$ cat config.mk
export PLATFORM = sky130hd
export DESIGN_NAME = veda_mem_arb
export DESIGN_NICKNAME = d
export VERILOG_FILES = /design/src/rtl/veda_mem_arb.sv
export SDC_FILE = /design/constraint.sdc
export NUM_CORES = 1
export LEC_CHECK = 0
export CAP_MARGIN = 20
export CORE_MARGIN = 1.5
export CORE_UTILIZATION = 35
export CTS_CLUSTER_SIZE = 16
export DETAILED_ROUTE_END_ITERATION = 10
export GPL_ROUTABILITY_DRIVEN = 0
export PLACE_DENSITY_LB_ADDON = 0.1
export SKIP_LAST_GASP = 1
export SYNTH_ARGS = -nofsm -noshare
export SYNTH_HDL_FRONTEND = slang
export SYNTH_SLANG_ARGS = --single-unit
$ cat constraint.sdc
create_clock -name clk -period 1.2 [get_ports clk]
set_input_delay 0.24 -clock clk [delete_from_list [all_inputs] [get_ports clk]]
set_output_delay 0.24 -clock clk [all_outputs]
set_load 0.03 [all_outputs]
$ cat src/rtl/veda_mem_arb.sv
// veda_mem_arb: two-port round-robin arbiter in front of a single veda_mem_2
// (64 x 8, synchronous). The granted command is registered onto the memory
// bus, tagged with the requester id, and the memory's dataOut is routed back
// to that requester as a one-cycle response pulse RD_LAT+1 edges later.
module veda_mem_arb #(
  parameter int ADDR_W = 6,
  parameter int DATA_W = 8,
  parameter int RD_LAT = 1
) (
  input  logic              clk,
  input  logic              rst,

  input  logic              r0_valid,
  output logic              r0_ready,
  input  logic              r0_we,
  input  logic              r0_mode,
  input  logic [ADDR_W-1:0] r0_addr_a,
  input  logic [ADDR_W-1:0] r0_addr_b,
  input  logic [DATA_W-1:0] r0_wdata,
  output logic              r0_rsp_valid,
  output logic [DATA_W-1:0] r0_rsp_data,

  input  logic              r1_valid,
  output logic              r1_ready,
  input  logic              r1_we,
  input  logic              r1_mode,
  input  logic [ADDR_W-1:0] r1_addr_a,
  input  logic [ADDR_W-1:0] r1_addr_b,
  input  logic [DATA_W-1:0] r1_wdata,
  output logic              r1_rsp_valid,
  output logic [DATA_W-1:0] r1_rsp_data,

  output logic              mem_we,
  output logic              mem_Mode,
  output logic [ADDR_W-1:0] mem_address_a,
  output logic [ADDR_W-1:0] mem_address_b,
  output logic [DATA_W-1:0] mem_dataIn,
  input  logic [DATA_W-1:0] mem_dataOut,

  output logic              busy
);

  // Stage 0 is loaded on the accept edge; the last stage lines up with the
  // cycle in which the memory's dataOut is valid for that command.
  localparam int DEPTH = 1 + RD_LAT;

  logic              w_g0;
  logic              w_g1;
  logic              w_any;
  logic              w_sel_we;
  logic              w_sel_mode;
  logic [ADDR_W-1:0] w_sel_addr_a;
  logic [ADDR_W-1:0] w_sel_addr_b;
  logic [DATA_W-1:0] w_sel_wdata;

  logic              r_prio;
  logic              r_mem_we;
  logic              r_mem_mode;
  logic [ADDR_W-1:0] r_mem_addr_a;
  logic [ADDR_W-1:0] r_mem_addr_b;
  logic [DATA_W-1:0] r_mem_wdata;
  logic [DEPTH-1:0]  r_tag_v;
  logic [DEPTH-1:0]  r_tag_id;
  logic              r_r0_rsp_valid;
  logic [DATA_W-1:0] r_r0_rsp_data;
  logic              r_r1_rsp_valid;
  logic [DATA_W-1:0] r_r1_rsp_data;

  // Grants are suppressed while rst is high so nothing is accepted in reset.
  // r_prio == 0 means requester 0 wins a tie.
  assign w_g0 = !rst && r0_valid && (!r1_valid || !r_prio);
  assign w_g1 = !rst && r1_valid && !w_g0;
  assign w_any = w_g0 || w_g1;

  assign r0_ready = w_g0;
  assign r1_ready = w_g1;

  // Command fields of whichever requester holds the grant.
  assign w_sel_we     = w_g1 ? r1_we     : r0_we;
  assign w_sel_mode   = w_g1 ? r1_mode   : r0_mode;
  assign w_sel_addr_a = w_g1 ? r1_addr_a : r0_addr_a;
  assign w_sel_addr_b = w_g1 ? r1_addr_b : r0_addr_b;
  assign w_sel_wdata  = w_g1 ? r1_wdata  : r0_wdata;

  // Round-robin pointer: after a grant, the other requester wins the next tie.
  always_ff @(posedge clk) begin
    if (rst) begin
      r_prio <= 1'b0;
    end else if (w_any) begin
      r_prio <= w_g0;
    end
  end

  // Memory command bus; idle cycles drop we and hold the other fields.
  always_ff @(posedge clk) begin
    if (rst) begin
      r_mem_we     <= 1'b0;
      r_mem_mode   <= 1'b0;
      r_mem_addr_a <= '0;
      r_mem_addr_b <= '0;
      r_mem_wdata  <= '0;
    end else if (w_any) begin
      r_mem_we     <= w_sel_we;
      r_mem_mode   <= w_sel_mode;
      r_mem_addr_a <= w_sel_addr_a;
      r_mem_addr_b <= w_sel_addr_b;
      r_mem_wdata  <= w_sel_wdata;
    end else begin
      r_mem_we     <= 1'b0;
    end
  end

  // Tag stage 0 records whether a command issued this edge and for whom.
  always_ff @(posedge clk) begin
    if (rst) begin
      r_tag_v[0]  <= 1'b0;
      r_tag_id[0] <= 1'b0;
    end else begin
      r_tag_v[0]  <= w_any;
      r_tag_id[0] <= w_g1;
    end
  end

  // Remaining tag stages shift unconditionally every edge.
  generate
    for (genvar gi = 1; gi < DEPTH; gi++) begin : g_tag
      always_ff @(posedge clk) begin
        if (rst) begin
          r_tag_v[gi]  <= 1'b0;
          r_tag_id[gi] <= 1'b0;
        end else begin
          r_tag_v[gi]  <= r_tag_v[gi-1];
          r_tag_id[gi] <= r_tag_id[gi-1];
        end
      end
    end
  endgenerate

  // Route dataOut to the tagged requester; data holds between its pulses.
  always_ff @(posedge clk) begin
    if (rst) begin
      r_r0_rsp_valid <= 1'b0;
      r_r0_rsp_data  <= '0;
      r_r1_rsp_valid <= 1'b0;
      r_r1_rsp_data  <= '0;
    end else begin
      r_r0_rsp_valid <= r_tag_v[DEPTH-1] && !r_tag_id[DEPTH-1];
      r_r1_rsp_valid <= r_tag_v[DEPTH-1] &&  r_tag_id[DEPTH-1];
      if (r_tag_v[DEPTH-1] && !r_tag_id[DEPTH-1]) begin
        r_r0_rsp_data <= mem_dataOut;
      end
      if (r_tag_v[DEPTH-1] && r_tag_id[DEPTH-1]) begin
        r_r1_rsp_data <= mem_dataOut;
      end
    end
  end

  assign mem_we        = r_mem_we;
  assign mem_Mode      = r_mem_mode;
  assign mem_address_a = r_mem_addr_a;
  assign mem_address_b = r_mem_addr_b;
  assign mem_dataIn    = r_mem_wdata;

  assign r0_rsp_valid = r_r0_rsp_valid;
  assign r0_rsp_data  = r_r0_rsp_data;
  assign r1_rsp_valid = r_r1_rsp_valid;
  assign r1_rsp_data  = r_r1_rsp_data;

  assign busy = |r_tag_v;

endmodule

==> results.md, run 1 <==
- The run finished, with violations left.
- The checks that failed: setup timing.
- The cell area that synthesis handed to floorplanning was ~1900 µm².
- The number of maximum-capacitance constraint violations is 0.
- For this run, design rule violations remaining after detail routing come to 0.
- Of the available clock period, the critical path in the final layout requires 1.14.
- The count of pins on the block boundary is ~100.
- After clock tree synthesis, the clock-pin slew on the worst setup and hold paths is 0.09 ns.
- The detailed router's first-iteration violation count is 63.
- The wire length per cell after detailed routing is 13.7 µm.
- Of the post-synthesis cell area, the dominant cell type holds 0.484.
- The largest delay contributor family on the critical path is flip-flops.
- Yosys attributes the largest share of cell area to sky130_fd_sc_hd__dfxtp_1, sky130_fd_sc_hd__a221o_1, sky130_fd_sc_hd__a2111oi_1.
- In this run, CTS created clock tree buffers numbering 5.
- In the final layout, the share of cells above drive strength 1 is 0.285.
- The pre-antenna-repair detailed-routing pass consisted of 4 iterations.
- The path with the worst hold slack has its endpoint at r_tag_id[1]$_SDFF_PP0_.
- Measured against its own limit, the worst slew margin works out to 0.733.
- The dominant combinational cell family by area after synthesis is compound AO/OA/AOI/OAI gates.
- The share of the Yosys chip area taken by registers is 0.484.
- 0 antenna diodes ended up in the layout.
- The maximum frequency from static timing analysis is approximately 730 MHz.
- Setup repair after global routing could not meet its margin everywhere.
- The kind of path behind the tightest hold check is reg2reg.
- The overall power consumption is 3.34 mW.
- The global-route wire length before repair is 8.59 mm.
- Input and output buffers added on the ports amount to 98.
- The clock skew is between 0.008 and 0.009 ns.
- The global-route usage over all layers is 0.184.
- The synthesized netlist net count is 253.
- The startpoint type of the worst setup path is a flip-flop.
- The number of standard cells after synthesis is roughly 200.
- The critical path goes through nand2b_4 > and2_4 > buf_12 > buf_12 > a221o_1.
- After detailed routing, the number of vias per cell comes to roughly 5.
- The final route contains about 1800 vias.
- Data arrives at the worst endpoint at between 1.5 and 2 ns.
- Counting flops with a built-in enable in the synthesized netlist gives 0.
- The worst path in the final design needs a cycle of between 1 and 1.5 ns, including I/O delays and setup.
- In this run, synthesis produced a sequential element count of 45.
- The maximum level of the CTS H-tree is 2.
- The kind of critical path is reg2reg.
- A synthesized cell averages about 9.5 µm².
- For this run, the post-layout net count is 360.
- The leading cell type by number of instances after synthesis is sky130_fd_sc_hd__dfxtp_1.
- Of the total synthesized cell area, the portion taken by full adders, half adders and majority gates is 0.
- The share of synthesized flip-flops with an asynchronous set or reset is 0.
- At the end of the flow the core is filled with cells to 0.603.
- At the pin with the least slew margin, the transition time is about 0.39 ns.
- Counting both buffers and inverters, the worst setup path holds a total of 2.
- Among the stages of the critical path, the cell type that occurs most often is sky130_fd_sc_hd__buf_12.
- sky130_fd_sc_hd__dfxtp_1 takes more of the synthesized area than any other cell.
- The largest single stage delay on the critical path is about 0.35 ns.
- No sink is reached through more buffers than the 2 on the longest clock path.
- The largest driver fanout on the critical path is 16.
- The source-to-sink clock delay at the later pin of the worst-skew pair is about 0.29 ns.
- Setup violations remaining at the end of the flow were counted as 24.
- The overall die height is between 70 and 80 µm.
- In the synthesized netlist, the cells that appear most often are sky130_fd_sc_hd__dfxtp_1, sky130_fd_sc_hd__nand2_1, sky130_fd_sc_hd__a221o_1, sky130_fd_sc_hd__inv_1, sky130_fd_sc_hd__a2111oi_1.
- The CTS tree is done.
- The required time at the worst-slack endpoint is 1.37 ns.
- Of the post-synthesis cell area, the part taken by muxes is 0.
- The total grt overflow is 0.
- The largest vdd supply drop is approximately 0.00043 V.
- The count of distinct cell types in the synthesized netlist is 27.
- The count of nets left with antenna violations once routing finished came out at 0.
- The die area is slightly below 6000 µm².
- The HPWL after detailed placement is ~3.7 mm.
- The placeable core area is around 5000 µm².
- The terminus of the critical flop-to-flop path is mem_address_a[3]$_SDFFE_PP0P_.
- The initial antenna violation count came to 0.
- The final number of max-transition violations is 0.
- The fraction of the mapped netlist area in compound gates is 0.282.
- The final-report hold violation count is 0.
- Setup slack on the worst reg-to-reg path comes out at -0.17 ns.
- The reported leakage power is 1.30 nW.
- The number of global-route vias before repair is ~1800.
- Across all hold checks on the routed design, the worst slack comes to 0.436 ns.
- Of the total synthesized cell area, the portion taken by XOR and XNOR cells is 0.
- Measured along the x axis, the die boundary spans between 70 and 80 µm.
- Counting instances, the worst hold path has a depth of 1.
- Power spread over the standard cell area amounts to between 1000 and 1500 nW/µm².
- The relative area change from synthesis to final layout is 65.3%.
- The count of synthesis-stage warnings from yosys is 0.
- The starting density of the core is 0.365.
- The critical-path cell with the highest stage delay is sky130_fd_sc_hd__dfxtp_2.
- The floorplan has 26 rows.
- The number of cells on the worst reg-to-reg path is 5.
- The simple-gate share of the synthesized area is 0.129.
- The type of element capturing the critical path is a flip-flop.
- Setup slack on the critical path of the routed design comes to -0.167 ns.
- The total number of clock tree sinks is 45.
- Among all flip-flop cells after synthesis, the most frequent one is sky130_fd_sc_hd__dfxtp_1.
- CTS placed an instance of sky130_fd_sc_hd__clkbuf_8 at the clock tree root.
- The start of the worst register-to-register path is r_prio$_SDFFE_PP0P_.
- The largest net degree at the start of global routing is 23.
- In this run the most critical hold path is launched from r_tag_id[0]$_SDFF_PP0_.
- The total wire length after detailed routing is around 5 mm.
worst reg2reg max path, cell delays in order (launching register included):
cell and delay (ns):
sky130_fd_sc_hd__dfxtp_2 0.35, sky130_fd_sc_hd__nand2b_4 0.14, sky130_fd_sc_hd__and2_4 0.18, sky130_fd_sc_hd__buf_12 0.15
sky130_fd_sc_hd__buf_12 0.13, sky130_fd_sc_hd__a221o_1 0.31
layer usage:
metal	routed length, µm	share of wire	GRT usage
met2	2530	0.49	0.310
met1	2260	0.44	0.232
met5	0	0	0
met4	24	0.0047	0.0500
met3	321	0.063	0.0482
logic make-up after synthesis:
kind of cell,count (synthesis)
AND/OR/NAND/NOR,49
flip-flops,45
AO/OA/AOI/OAI,62
buffers and inverters,41
placed cells by master (no fill, tap or decap), drive strengths merged:
| cell | count |
|---|---|
| buf | 64 |
| clkdlybuf4s50 | 52 |
| dfxtp | 45 |
| nand2 | 25 |
| inv | 22 |
| a221o | 21 |
| a2111oi | 21 |
| a21oi | 17 |
| nand3 | 8 |
| clkbuf | 6 |
| nor2 | 4 |
| nor2b | 4 |
| nand2b | 3 |
| clkinv | 2 |
| dlygate4sd2 | 2 |
| and2 | 2 |
| a211oi | 1 |
| or2 | 1 |
| nor3 | 1 |
| and3 | 1 |
| a21boi | 1 |
| o21a | 1 |
| bufbuf | 1 |
repair_timing:
action,in CTS,in global routing
pin swaps,2,0
gates cloned,1,0
endpoints found under the setup margin,24,27
buffers inserted,3,0
hold buffers,0,0
resized for setup,15,6
state kept, by name, indices dropped and copies added, names as in the netlist, 2 cells and up:
signal         count
r1_rsp_data        8
mem_address_a      6
r_tag_id           2
mem_address_b      6
mem_dataIn         8
r_tag_v            2
r0_rsp_data        8
where the power goes:
group          total [mW]  switching [mW]  internal [mW]
Clock               0.895           0.491          0.404
Combinational       0.820           0.396          0.424
Sequential           1.63          0.0489           1.58
area by class of cell:
| cell class | instances | area (µm²) |
|---|---|---|
| inverter | 22 | 85.1 |
| clock buffer | 6 | 72.6 |
| fill | 454 | 2030 |
| clock inverter | 2 | 10.0 |
| sequential | 45 | 905 |
| timing repair buffer | 119 | 1110 |
| tap | 70 | 87.6 |
| multi-input combinational | 111 | 808 |
metrics by stage:
step | instances | TNS (ns) | setup WS, ns | instance area, µm²
after global routing | 375 | -2.78 | -0.197 | 3080
after CTS | 375 | -2.19 | -0.167 | 3060
after floorplan | 197 | -0.0224 | -0.0224 | 1910
after global placement | 363 | -10.02 | -0.446 | 2880
after detailed placement | 363 | -10.62 | -0.489 | 2880
final | 375 | -2.12 | -0.167 | 3080
worst max-delay path by stage:
stage	startpoint	end	slack, ns	cells past startpoint
2_1_floorplan	rst	r0_ready	-0.02	4
3_3_place_gp	r1_valid	r1_ready	-0.45	4
3_5_place_dp	r0_valid	mem_address_a[0]$_SDFFE_PP0P_	-0.49	4
4_1_cts	r_prio$_SDFFE_PP0P_	mem_address_a[3]$_SDFFE_PP0P_	-0.17	5
5_1_grt	r_prio$_SDFFE_PP0P_	mem_address_a[3]$_SDFFE_PP0P_	-0.20	5
6_report	r_prio$_SDFFE_PP0P_	mem_address_a[3]$_SDFFE_PP0P_	-0.17	5
No activity file was read; power rests on OpenSTA's default activity.
==> run 2: changes to the inputs <==
CORE_UTILIZATION = 25   (was 35)
DONT_BUFFER_PORTS = 1   (was default)
clock period = 1.6 ns   (was 1.2 ns; I/O delays follow)
==> run 2 against run 1 <==
  * The run now ends clean
  * Sequential power fell by 18%
  * Via count fell by 23%
  * Critical endpoint is now r0_ready
  * Cell count fell by 23%
  * Critical path depth fell by 3
==> results.md, run 2 (same netlist as run 1, synthesis figures left out) <==
- The startpoint type of the worst setup path is a flip-flop.
- The die area is 7980 µm² (+38%).
- The reg2reg setup slack was 0.37 ns (+0.54 ns).
- The kind of path behind the tightest hold check is in2reg.
- The clock skew was 0.00543 ns (-0.00332 ns).
- The starting density of the core is 0.258 (-0.107).
- The share of the cycle needed by the critical path after routing is 0.960.
- The largest vdd supply drop is 0.000299 V (-30%).
- The total number of clock tree sinks is 45 (unchanged).
- The number of buffers added on ports is 0 (-100%).
- The final number of max-transition violations is 0 (unchanged).
- The count of pins on the block boundary is 99 (unchanged).
- The die span in x came to 89.3 µm (+18%).
- The largest net degree at the start of global routing is 47 (+100%).
- The proportion of layout cells with a drive suffix above 1 came to 0.105 (-0.180).
- The number of cells on the worst reg-to-reg path came to 3 (-2).
- The type of element capturing the critical path is a primary output.
- The number of buffers on the longest clock path is 2 (unchanged).
- The number of vias after detailed routing was 1406 (-23%).
- The power per unit of standard cell area came to 1110 nW/µm² (+2.0%).
- The largest driver fanout on the critical path is 21 (+5).
- The total grt overflow is 0 (unchanged).
- The required time at the worst-slack endpoint is 1.28 ns (-0.09 ns).
- In this run the most critical hold path is launched from rst.
- The count of antenna diodes in the layout is 0 (unchanged).
- The flow ran to the end, and the final reports show no timing, DRC or antenna violations.
- The startpoint identified for the worst register-to-register timing path is r_prio$_SDFFE_PP0P_.
- The number of failing setup endpoints in the final timing report is 0 (-100%).
- The most common library cell in the layout ignoring fill and taps is sky130_fd_sc_hd__dfxtp_1.
- The number of global-route vias before repair was 1392 (-24%).
- The total wire length after detailed routing came to 4.42 mm (-14%).
- After layout, the minimum clock period comes to roughly 1.5 ns.
- The depth of the worst hold-timing path is 1 (unchanged).
- The maximum frequency from static timing analysis is 651 MHz.
- The placement row count is 31 (+19%).
- The count of buffers added by post-CTS timing repair for setup is 0 (-3).
- The wire length per cell after detailed routing is 15.3 µm (+12%).
- The final layout net count came to 245 (-32%).
- The global-route wire length before repair is 6.58 mm (-23%).
- The initial antenna violation count is 0 (unchanged).
- The tree is rooted in a sky130_fd_sc_hd__clkbuf_8.
- In the layout the commonest cells are sky130_fd_sc_hd__dfxtp_1, sky130_fd_sc_hd__nand2_1, sky130_fd_sc_hd__inv_1, sky130_fd_sc_hd__a221o_1, sky130_fd_sc_hd__a2111oi_1.
- Compared with the post-synthesis result, the final layout area differs by 8.60%.
- The global-route usage over all layers is 0.107 (-0.0763).
- The number of maximum-capacitance constraint violations came to 0 (unchanged).
- The reported leakage power was 0.735 nW (-43%).
- The total negative slack is 0 ns (+2.12 ns).
- The remaining antenna violation count after routing is 0 (unchanged).
- The worst hold path terminates at r_prio$_SDFFE_PP0P_.
- The residual DRC count came to 0 (unchanged).
- The mean number of vias per cell is 4.87 (-0.25%).
- The source-to-sink clock delay at the later pin of the worst-skew pair is 0.29 ns (about the same).
- The clock transition time at the flip-flop clock pins of the worst setup and hold paths is 0.09 ns (about the same).
- The final-report hold violation count was 0 (unchanged).
- The placeable core area is 7210 µm² (+41%).
- The startpoint of the most critical setup path is r_prio$_SDFFE_PP0P_.
- The normalized max-slew margin is 0.689 (-0.0438).
- The worst hold slack was 0.0798 ns (-0.356 ns).
- The CTS buffer count is 5 (unchanged).
- The number of hold buffers added after cts is 0 (unchanged).
- The maximum level of the CTS H-tree came to 2 (unchanged).
- The number of search-and-repair iterations in the first detailed-routing pass is 4 (unchanged).
- The pin slew with the least headroom to its limit is 0.455 ns (+0.0640 ns).
- The CTS tree is done.
- The data arrival time at the worst-slack endpoint was 1.22 ns (-0.32 ns).
- The HPWL after detailed placement is 3.21 mm (-13%).
- The critical path is of the reg2out type.
- The terminus of the critical flop-to-flop path is mem_address_a[3]$_SDFFE_PP0P_.
- The overall die height is 89.3 µm (+18%).
- The detailed router's first-iteration violation count is 36 (-43%).
- Setup repair after global routing left no endpoint under its margin.
[run 2: changes by cell type in the layout (fill, tap and decap cells not counted), sizes merged]
cell           previous run  this run
buf                      64         4
clkdlybuf4s50            52         0
dlygate4sd2               2         0
bufbuf                    1         0
clkbuf                    6         5
clkinv                    2         1
clkinvlp                  0         1
inv                      22        23
[run 2: worst max path at each step]
stage	endpoint	slack [ns]	cells after the start
after floorplan	r0_ready	0.08	4
after global placement	r0_ready	0.34	2
after detailed placement	r0_ready	0.32	2
after CTS	r0_ready	0.01	2
after global routing	r0_ready	0.01	2
final	r0_ready	0.06	2
[run 2: timing repair]
action                                  in CTS  in global routing
gates resized for setup                      3                  0
endpoints found under the setup margin       1                  1
pin swaps                                    1                  1
[run 2: per-layer routing]
layer	up-vias	GRT usage	share of wire
li1	699	-	-
met1	632	0.134	0.44
met2	70	0.161	0.44
met3	5	0.0508	0.11
met4	0	0.0378	0.010
met5	-	0	0
[run 2: cell type report]
class | instances | area (µm²)
tap | 99 | 124
multi-input combinational | 111 | 783
clock inverter | 3 | 25.0
fill | 808 | 5190
sequential | 45 | 902
clock buffer | 5 | 68.8
timing repair buffer | 4 | 37.5
inverter | 22 | 82.6
[run 2: critical path, cell delays in order (launching register included)]
cell                       delay (ns)
sky130_fd_sc_hd__dfxtp_2         0.35
sky130_fd_sc_hd__buf_8           0.16
sky130_fd_sc_hd__a211oi_4        0.41
[run 2: stage by stage]
stage	std cells	setup slack, ns	area (µm²)	utilization	power, mW
global route	289	0.0147	2020	0.280	2.37
floorplan	197	0.0843	1880	-	1.53
detailed placement	281	0.317	1920	0.266	1.54
CTS	289	0.0148	2020	0.280	2.29
global placement	281	0.343	1920	0.266	1.53
finish	289	0.0634	2020	0.280	2.24
[run 2: where the power goes]
part	total, mW	internal [mW]	switching (mW)	leakage, nW
clock network	0.728	0.316	0.412	0.0447
logic	0.171	0.0812	0.0896	0.320
registers	1.34	1.18	0.156	0.370
